### src/rtl/data_tx_pkg.sv
// -----------------------------------------------------------------------------
// data_tx_pkg
// Shared definitions for the serial result-word transmitter:
//   - tx_state_e : framing FSM states
//   - START_BIT / STOP_BIT / IDLE_LVL : line levels of the serial frame
//   - cnt_w()    : width of a 0..depth occupancy counter
// -----------------------------------------------------------------------------
package data_tx_pkg;

   typedef enum logic [2:0] {
      IDLE   = 3'd0,
      START  = 3'd1,
      DATA   = 3'd2,
      PARITY = 3'd3,
      STOP   = 3'd4
   } tx_state_e;

   localparam logic START_BIT = 1'b0;
   localparam logic STOP_BIT  = 1'b1;
   localparam logic IDLE_LVL  = 1'b1;

   // Occupancy counter must represent the value 'depth' itself, hence +1.
   function automatic int cnt_w(input int depth);
      return $clog2(depth) + 1;
   endfunction

endpackage

### src/rtl/data_tx_ser_fifo.sv
// -----------------------------------------------------------------------------
// sync_fifo
// Single-clock FIFO with first-word fall-through output.
// Ports:
//   clk   : clock, rising edge
//   res   : asynchronous active-high reset (pointers and count only)
//   push  : write din this edge (ignored while full)
//   pop   : advance head this edge (ignored while empty)
//   din   : write data
//   dout  : head word, valid combinationally while !empty
//   full  : DEPTH words held
//   empty : no words held
//   cnt   : words currently held
// -----------------------------------------------------------------------------
module sync_fifo
   import data_tx_pkg::*;
#(
   parameter int DATA_W = 8,
   parameter int DEPTH  = 4
) (
   input  logic                      clk,
   input  logic                      res,
   input  logic                      push,
   input  logic                      pop,
   input  logic [DATA_W-1:0]         din,
   output logic [DATA_W-1:0]         dout,
   output logic                      full,
   output logic                      empty,
   output logic [cnt_w(DEPTH)-1:0]   cnt
);

   localparam int PTR_W = $clog2(DEPTH);
   localparam int CNT_W = cnt_w(DEPTH);

   logic [PTR_W-1:0]  wr_ptr_q, wr_ptr_d;
   logic [PTR_W-1:0]  rd_ptr_q, rd_ptr_d;
   logic [CNT_W-1:0]  cnt_q, cnt_d;
   logic [DATA_W-1:0] mem_q [DEPTH];
   logic              do_push, do_pop;

   assign full    = (cnt_q == CNT_W'(DEPTH));
   assign empty   = (cnt_q == '0);
   assign cnt     = cnt_q;
   assign dout    = mem_q[rd_ptr_q];

   // Fullness/emptiness are judged on the pre-edge count, so a push into a
   // full FIFO is dropped even when a pop frees a slot on the same edge.
   assign do_push = push && !full;
   assign do_pop  = pop && !empty;

   // DEPTH is a power of two, so the pointers wrap naturally.
   always_comb begin
      wr_ptr_d = wr_ptr_q + PTR_W'(do_push);
      rd_ptr_d = rd_ptr_q + PTR_W'(do_pop);
      cnt_d    = cnt_q;
      case ({do_push, do_pop})
         2'b10:   cnt_d = cnt_q + CNT_W'(1);
         2'b01:   cnt_d = cnt_q - CNT_W'(1);
         default: cnt_d = cnt_q;
      endcase
   end

   always_ff @(posedge clk or posedge res) begin
      if (res) begin
         wr_ptr_q <= '0;
         rd_ptr_q <= '0;
         cnt_q    <= '0;
      end else begin
         wr_ptr_q <= wr_ptr_d;
         rd_ptr_q <= rd_ptr_d;
         cnt_q    <= cnt_d;
      end
   end

   // Storage carries data only; no reset needed.
   always_ff @(posedge clk) begin
      if (do_push) begin
         mem_q[wr_ptr_q] <= din;
      end
   end

endmodule

### src/rtl/data_tx_ser.sv
// -----------------------------------------------------------------------------
// data_tx_ser
// Captures result words on a strobe into a small FIFO and transmits each as a
// serial frame: start bit, DATA_W data bits LSB first, even parity, stop bit,
// each held CLKS_PER_BIT clocks.
// Ports:
//   clk        : clock, rising edge
//   res        : asynchronous active-high reset (aborts frame, flushes FIFO)
//   data_in    : result word from the upstream switch stage
//   data_valid : one-cycle strobe, capture data_in this edge
//   ovf_clr    : synchronous clear of the sticky overflow flag
//   ser_out    : serial line, idle high, registered
//   busy       : high from the edge entering START to the edge leaving STOP
//   fifo_full  : FIFO holds DEPTH words
//   fifo_cnt   : words currently buffered
//   overflow   : sticky, a strobe arrived while the FIFO was full
// -----------------------------------------------------------------------------
module data_tx_ser
   import data_tx_pkg::*;
#(
   parameter int DATA_W       = 8,
   parameter int DEPTH        = 4,
   parameter int CLKS_PER_BIT = 4
) (
   input  logic                      clk,
   input  logic                      res,
   input  logic [DATA_W-1:0]         data_in,
   input  logic                      data_valid,
   input  logic                      ovf_clr,
   output logic                      ser_out,
   output logic                      busy,
   output logic                      fifo_full,
   output logic [cnt_w(DEPTH)-1:0]   fifo_cnt,
   output logic                      overflow
);

   localparam int TMR_W = $clog2(CLKS_PER_BIT);
   localparam int IDX_W = $clog2(DATA_W);

   tx_state_e         state_q, state_d;
   logic [TMR_W-1:0]  tmr_q, tmr_d;
   logic [IDX_W-1:0]  idx_q, idx_d;
   logic [DATA_W-1:0] shift_q, shift_d;
   logic              par_q, par_d;
   logic              ser_q, ser_d;
   logic              busy_q, busy_d;
   logic              ovf_q, ovf_d;

   logic              fifo_pop;
   logic              fifo_empty;
   logic [DATA_W-1:0] fifo_dout;
   logic              bit_end;
   logic              load;

   sync_fifo #(
      .DATA_W (DATA_W),
      .DEPTH  (DEPTH)
   ) u_fifo (
      .clk   (clk),
      .res   (res),
      .push  (data_valid),
      .pop   (fifo_pop),
      .din   (data_in),
      .dout  (fifo_dout),
      .full  (fifo_full),
      .empty (fifo_empty),
      .cnt   (fifo_cnt)
   );

   assign bit_end = (tmr_q == TMR_W'(CLKS_PER_BIT - 1));

   always_comb begin
      state_d  = state_q;
      idx_d    = idx_q;
      shift_d  = shift_q;
      par_d    = par_q;
      fifo_pop = 1'b0;
      load     = 1'b0;
      tmr_d    = (state_q == IDLE || bit_end) ? '0 : tmr_q + TMR_W'(1);

      case (state_q)
         IDLE: begin
            load = !fifo_empty;
         end
         START: begin
            idx_d = '0;
            if (bit_end) state_d = DATA;
         end
         DATA: begin
            if (bit_end) begin
               shift_d = shift_q >> 1;
               if (idx_q == IDX_W'(DATA_W - 1)) begin
                  state_d = PARITY;
               end else begin
                  idx_d = idx_q + IDX_W'(1);
               end
            end
         end
         PARITY: begin
            if (bit_end) state_d = STOP;
         end
         STOP: begin
            // A queued word chains straight into the next START so
            // back-to-back frames leave no idle gap on the line.
            if (bit_end) begin
               state_d = IDLE;
               load    = !fifo_empty;
            end
         end
         default: state_d = IDLE;
      endcase

      if (load) begin
         fifo_pop = 1'b1;
         shift_d  = fifo_dout;
         par_d    = ^fifo_dout;
         state_d  = START;
      end
   end

   // The line level reflects the state held during the cycle just ending,
   // so ser_out trails the state register by one clock.
   always_comb begin
      ser_d = IDLE_LVL;
      case (state_q)
         IDLE:    ser_d = IDLE_LVL;
         START:   ser_d = START_BIT;
         DATA:    ser_d = shift_q[0];
         PARITY:  ser_d = par_q;
         STOP:    ser_d = STOP_BIT;
         default: ser_d = IDLE_LVL;
      endcase
   end

   assign busy_d = (state_d != IDLE);

   // Set wins over clear; fullness is the pre-edge value.
   assign ovf_d = (data_valid && fifo_full) ? 1'b1 :
                  (ovf_clr ? 1'b0 : ovf_q);

   always_ff @(posedge clk or posedge res) begin
      if (res) begin
         state_q <= IDLE;
         tmr_q   <= '0;
         idx_q   <= '0;
         ser_q   <= IDLE_LVL;
         busy_q  <= 1'b0;
         ovf_q   <= 1'b0;
      end else begin
         state_q <= state_d;
         tmr_q   <= tmr_d;
         idx_q   <= idx_d;
         ser_q   <= ser_d;
         busy_q  <= busy_d;
         ovf_q   <= ovf_d;
      end
   end

   // Frame payload registers carry data only.
   always_ff @(posedge clk) begin
      shift_q <= shift_d;
      par_q   <= par_d;
   end

   assign ser_out  = ser_q;
   assign busy     = busy_q;
   assign overflow = ovf_q;

endmodule

### config.mk
export PLATFORM = sky130hd
export DESIGN_NAME = data_tx_ser
export DESIGN_NICKNAME = d
export VERILOG_FILES = /design/src/rtl/data_tx_pkg.sv /design/src/rtl/data_tx_ser_fifo.sv /design/src/rtl/data_tx_ser.sv
export SDC_FILE = /design/constraint.sdc
export NUM_CORES = 1
export LEC_CHECK = 0
export CAP_MARGIN = 20
export CORE_ASPECT_RATIO = 1.1
export CORE_MARGIN = 2
export CORE_UTILIZATION = 62
export DETAILED_ROUTE_END_ITERATION = 8
export PLACE_DENSITY = 0.86
export SLEW_MARGIN = 20
export SYNTH_ARGS = -nofsm -noshare
export SYNTH_HDL_FRONTEND = slang
export SYNTH_SLANG_ARGS = --single-unit
export TNS_END_PERCENT = 20
### constraint.sdc
create_clock -name clk -period 4.6 [get_ports clk]
set_clock_uncertainty 0.15 [all_clocks]
set_input_delay 0.69 -clock clk [delete_from_list [all_inputs] [get_ports clk]]
set_output_delay 0.69 -clock clk [all_outputs]
set_load 0.005 [all_outputs]
---- After elaboration in Yosys (flattened, before gate mapping) ----
Memories as Yosys holds them, arrays and structs flattened.
Cells that the tools add are included.
storage, ports and cells
  logic and storage cells ................. 69
  input port bits ......................... 12
  flip-flop bits (word level) ............. 27
  bits in writable memories ............... 32
  memories kept ........................... 1
memory list
  memory        depth  bits a word  rd ports  clocked after Yosys merged registers in  write ports  line                    RTL
  u_fifo.mem_q  4      8            1         0                                        1            data_tx_ser_fifo.sv:38  logic [DATA_W-1:0] mem_q [DEPTH];
operators by class
  mux-type cells .......................... 23
  equality and inequality tests ........... 11
  add/sub/neg operators ................... 6
  reduce and logical (&&, ||, !) cells .... 17
operators with widths
  cell                                                                    count
  3-bit two-way mux                                                       8
  8-bit two-way mux                                                       3
  3-bit case mux with 5 select lines                                      1
  3-bit case mux with 2 select lines                                      2
  2-bit nonzero test                                                      5
  3-bit equality test (second input constant)                             3
  8-bit parity                                                            1
  3-bit by 1-bit adder with 3-bit output (second input constant)          2
  3-bit by 2-bit equality test with 1-bit output (second input constant)  2
  3-bit logical NOT                                                       2
  1-bit two-way mux                                                       6
  2-bit by 1-bit adder with 2-bit output                                  2
  2-bit equality test (second input constant)                             2
  2-bit != test (second input constant)                                   2
  3-bit by 1-bit equality test with 1-bit output (second input constant)  1
  1-bit logical AND                                                       3
  1-bit case mux with 3 select lines                                      1
  3-bit AND reduction                                                     1
  3-bit nonzero test                                                      1
  3-bit by 1-bit subtractor with 3-bit output (second input constant)     1
  2-bit by 1-bit adder with 2-bit output (second input constant)          1
  2-bit by 1-bit equality test with 1-bit output (second input constant)  1
  1-bit logical NOT                                                       2
  2-bit two-way mux                                                       1
  other kinds (3)                                                         3

---- Depth between registers and ports, before layout ----
  depth after elaboration ................. 8
  mapped depth ............................ 10
  depth with buffers taken out ............ 9

---- Modules after synthesis ----
A second synthesis with hierarchy kept.
second synthesis, totals
  cell total of the unflattened synthesis .. 156
  area, all modules ....................... 2563.7 um^2
by module, submodules not included
  module       cells an instance  instances  area an instance (um^2)
  sync_fifo    74                 1          1526.5
  data_tx_ser  82                 1          1037.2

---- Least setup slack after synthesis ----
OpenSTA, ideal clock, no wires.
  path kind ............................... register to register
  start ................................... register tmr_q[0]
  end ..................................... register u_fifo.cnt_q[2], in the netlist u_fifo.cnt[2]
  setup slack ............................. 2.230 ns
  data arrival time ....................... 2.141 ns
  stages on the path, launching flop included .. 11
  required time ........................... 4.371 ns
  library setup time ...................... 0.079 ns
  cell sequence ........................... dfrtp_1 > ha_1 > buf_2 > nor2b_1 > nor4_4 > ha_1 > inv_1 > fa_1 > xor2_1 > nor2_1 > xor2_1
on the way
  cells in the longest elaborated chain, start to end .. 7
  elaborated cells between the ends (all ways) .. 9
RTL lines
  what                                                                                   line                    RTL
  from (decl)                                                                            data_tx_ser.sv:41       logic [TMR_W-1:0] tmr_q, tmr_d;
  from (signal assigned)                                                                 data_tx_ser.sv:151      tmr_q <= tmr_d;
  2-bit equality test (*)                                                                data_tx_ser.sv:70       assign bit_end = (tmr_q == TMR_W'(CLKS_PER_BIT - 1));
  1-bit two-way mux (*)                                                                  data_tx_ser.sv:105      if (bit_end) begin
  1-bit case mux with 2 select lines (*)                                                 data_tx_ser.sv:81       case (state_q)
  1-bit two-way mux (*)                                                                  data_tx_ser.sv:113      if (load) begin
  1-bit logical AND (*)                                                                  data_tx_ser_fifo.sv:49  assign do_pop = pop && !empty;
  2-bit by 1-bit equality test with 1-bit output or 2-bit equality test (tied branches)  data_tx_ser_fifo.sv:56  case ({do_push, do_pop})
  3-bit case mux with 2 select lines or 2-bit nonzero test (tied branches)               n/a
  to (signal assigned)                                                                   data_tx_ser_fifo.sv:71  cnt_q <= cnt_d;
  to (decl)                                                                              data_tx_ser_fifo.sv:37  logic [CNT_W-1:0] cnt_q, cnt_d;
Every way passes the cells marked *; elsewhere a longest branch is shown, timed or not.
A chain may end at the register's enable or synchronous reset.

---- Worst setup path after layout ----
Ends and elaborated chain as after synthesis.

==> flow_summary.yaml <==
floorplan:
  pin_count: 19
  coreArea_mm2: 0.003964
  initial_core_util_pct: 64.11
  die_area_mm2: 0.004627
  std_cell_rows: 24
  die_height_um: 71.15
  die_x_um: 65.04
grt:
  grt_use_total_pct: 20.45
  grt_use_met3_pct: 8.108
  grt_start_max_net_pins: 19
  use_met1_pct: 25.17
  grtUsageMet2_pct: 32.99
  first_global_vias: 1392
  antenna_found_initial: 0
  grt_overflow: 0
  grt_pass1_wl_um: 6706
  busiest_layer: "met2"
drt:
  num_vias: 1340
  route.detailed.drc: 0
  ant_nets: 0
  dr.pass1.iters: 4
  vias_per_cell: 5.751
  detail_route.wl_per_cell_um: 17.87
  drt-total-wl_um: 4164
  dr.first_iter.drc_count: 172
clock_tree:
  ctsHoldBuffers: 0
  cts_resized: 0
  numCtsBuffers: 9
  post_cts_buffers: 0
  clock_latency_ps: 330
  clock_path_buffers: 2
  cts_htree_levels: 3
  clk_pin_slew_ps: 70
  cts.sinks: 59
  cts_tree: "built"
  cts_root_buf: "clkbuf_8"
setup_path:
  crit_path_top_delay_cell: "nor4_4"
  cp_max_fo: 10
  r2r-start: "tmr_q[0]$_DFF_PP0_"
  rrSetupSlack_ps: 1870
  start_kind: "flip-flop"
  reg2regPathDepth: 9
  arrival_ps: 2840
  max_stage_delay_ps: 520
  worstPathRequired_ps: 4710
  worstPathCellList: "ha_1, nor2b_1, nor4_4, ha_1, inv_1, fa_1, xor2_1, nor2_1, xor2_1"
  path_class: "reg2reg"
  cp-end-kind: "flip-flop"
  crit_family: "adder cells"
  r2r-end: "u_fifo.cnt[2]$_DFFE_PP0P_"
  critPathBufInv: 1
placed_design:
  gp_routability_congestion: 0.7909
  dp_slack_ps: 1889
  hpwl_um: 2796
  io_buffer_count: 18
yosys:
  synth-seq-cells: 59
  yosysWarnings: 0
  netlist_instances: 153
  synthDistinctLibCells: 39
  synthTopCellsByArea: "edfxtp_1, dfrtp_1, mux4_2"
  synth-edff-count: 41
  synth_top_flop_cell: "edfxtp_1"
  synth_top_area_share_pct: 48.45
  yosysSeqAreaShare_pct: 66.22
  yosysTopAreaCell: "edfxtp_1"
  synth_commonest_cells: "edfxtp_1, dfrtp_1, mux2_2, mux4_2, nor2_1"
  postSynthAreaPerCell_um2: 16.61
  synth-async-reset-ratio_pct: 30.51
  syn_area_mm2: 0.002541
  synth_most_common_cell: "edfxtp_1"
  synth_nets: 172
final_layout:
  syn2layout_area_growth_pct: 16.89
  n_antenna_cell: 0
  drive_gt1_share_pct: 21.55
  nets: 195
timing:
  period_minus_slack_ps: 2729
  setup_viol_count_final: 0
  max_freq_ghz: 0.3664
  slew_violations: 0
  setup_tns_ps: 0
  slew_headroom_pct: 26.69
  worst_slack_ps: 1871
  tightestPinTransition_ps: 1091
  rsz0062_at_grt: "false"
  final-hold-violation-count: 0
  finalCritPeriodShare_pct: 59.33
run_status:
  outcome: "finished, final reports clean"
power:
  powerDensity_mw_per_mm2: 712.8
  vdd_drop_max_uv: 387.0
  p_leak_nw: 1.102
worst_hold_path:
  hold_end: "tmr_q[0]$_DFF_PP0_"
  min_from: "tmr_q[0]$_DFF_PP0_"
  min_path_type: "reg2reg"
  hold-path-cell-count: 1
flow_run:
  maxCapViolCount: 0
worst reg2reg max path, cell delays in order (launching register included):
cell and delay [ps]:
dfrtp_1 350, ha_1 330, nor2b_1 160, nor4_4 520
ha_1 300, inv_1 60, fa_1 370, xor2_1 150
nor2_1 110, xor2_1 150
worst max-delay path by stage:
| stage | to | cells after the start | start | slack (ps) |
|---|---|---|---|---|
| after floorplan | u_fifo.cnt[2]$_DFFE_PP0P_ | 10 | tmr_q[0]$_DFF_PP0_ | 2230 |
| after global placement | u_fifo.mem_q[0][1]$_DFFE_PP_ | 3 | data_valid | 1980 |
| after detailed placement | u_fifo.cnt[2]$_DFFE_PP0P_ | 9 | tmr_q[0]$_DFF_PP0_ | 1890 |
| after CTS | u_fifo.cnt[2]$_DFFE_PP0P_ | 9 | tmr_q[0]$_DFF_PP0_ | 1840 |
| after global routing | u_fifo.cnt[2]$_DFFE_PP0P_ | 9 | tmr_q[0]$_DFF_PP0_ | 1640 |
| final | u_fifo.cnt[2]$_DFFE_PP0P_ | 9 | tmr_q[0]$_DFF_PP0_ | 1870 |
registers in the layout, indices dropped and copies added (netlist names):
name and count:
u_fifo.mem_q 32, shift_q 8, idx_q 3, state_q 3, u_fifo.cnt 3, tmr_q 2
u_fifo.rd_ptr_q 2, u_fifo.wr_ptr_q 2, busy 1, overflow 1, par_q 1, ser_out 1
power by group:
part           total (mW)  switching, mW  internal, mW
registers           0.904          0.136         0.768
clock network       0.524          0.216         0.308
logic               0.690          0.309         0.381
total                2.12          0.661          1.46
cells in the final DEF (no fill, tap or decap), drive strengths merged, types with 2 or more instances in the layout:
cell type	count
mux2	8
nor2b	2
clkinv	2
nor3	4
xor2	6
edfxtp	41
a22o	5
nor4	2
nor2	8
ha	6
xnor2	7
clkbuf	9
inv	8
clkdlybuf4s50	18
nor3b	2
nand2	4
a21oi	2
clkinvlp	2
mux4	8
o21ai	2
bufinv	2
dfrtp	17
through the flow:
stage / instance area, um^2 / utilization (%) / power [mW] / hold slack, ps / std cells
after floorplan: 2541 / - / 1.434 / 265.0 / 153
after global placement: 2745 / 69.26 / 1.564 / 272.9 / 217
after detailed placement: 2745 / 69.26 / 1.604 / 287.6 / 217
after CTS: 2970 / 74.94 / 2.137 / 297.4 / 233
after global routing: 2970 / 74.94 / 2.238 / 309.4 / 233
final: 2970 / 74.94 / 2.117 / 293.1 / 233
routing by layer:
metal	part of all wire (%)	routed length, um
met1	42	1730
met2	54	2241
met3	4.3	180
met4	0.26	11
met5	0	0
cells by family after synthesis:
family,after synthesis,share of synthesized area (%)
DFF,59,66.22
and+or+nand+nor,29,6.598
muxes,17,11.03
AOI/OAI and AO/OA,15,4.678
xor gates and xnor gates,13,5.071
buffers and inverters,13,2.659
adders and majority gates,7,3.742
layout make-up:
| class | instances | area [um^2] |
|---|---|---|
| tap | 52 | 65.06 |
| clock inverter | 7 | 101.3 |
| timing repair buffer | 18 | 180.2 |
| multi-input combinational | 81 | 790.8 |
| sequential | 59 | 1683 |
| inverter | 7 | 26.28 |
| fill | 257 | 993.5 |
| clock buffer | 9 | 123.9 |
No activity file was read; power rests on OpenSTA's default activity.
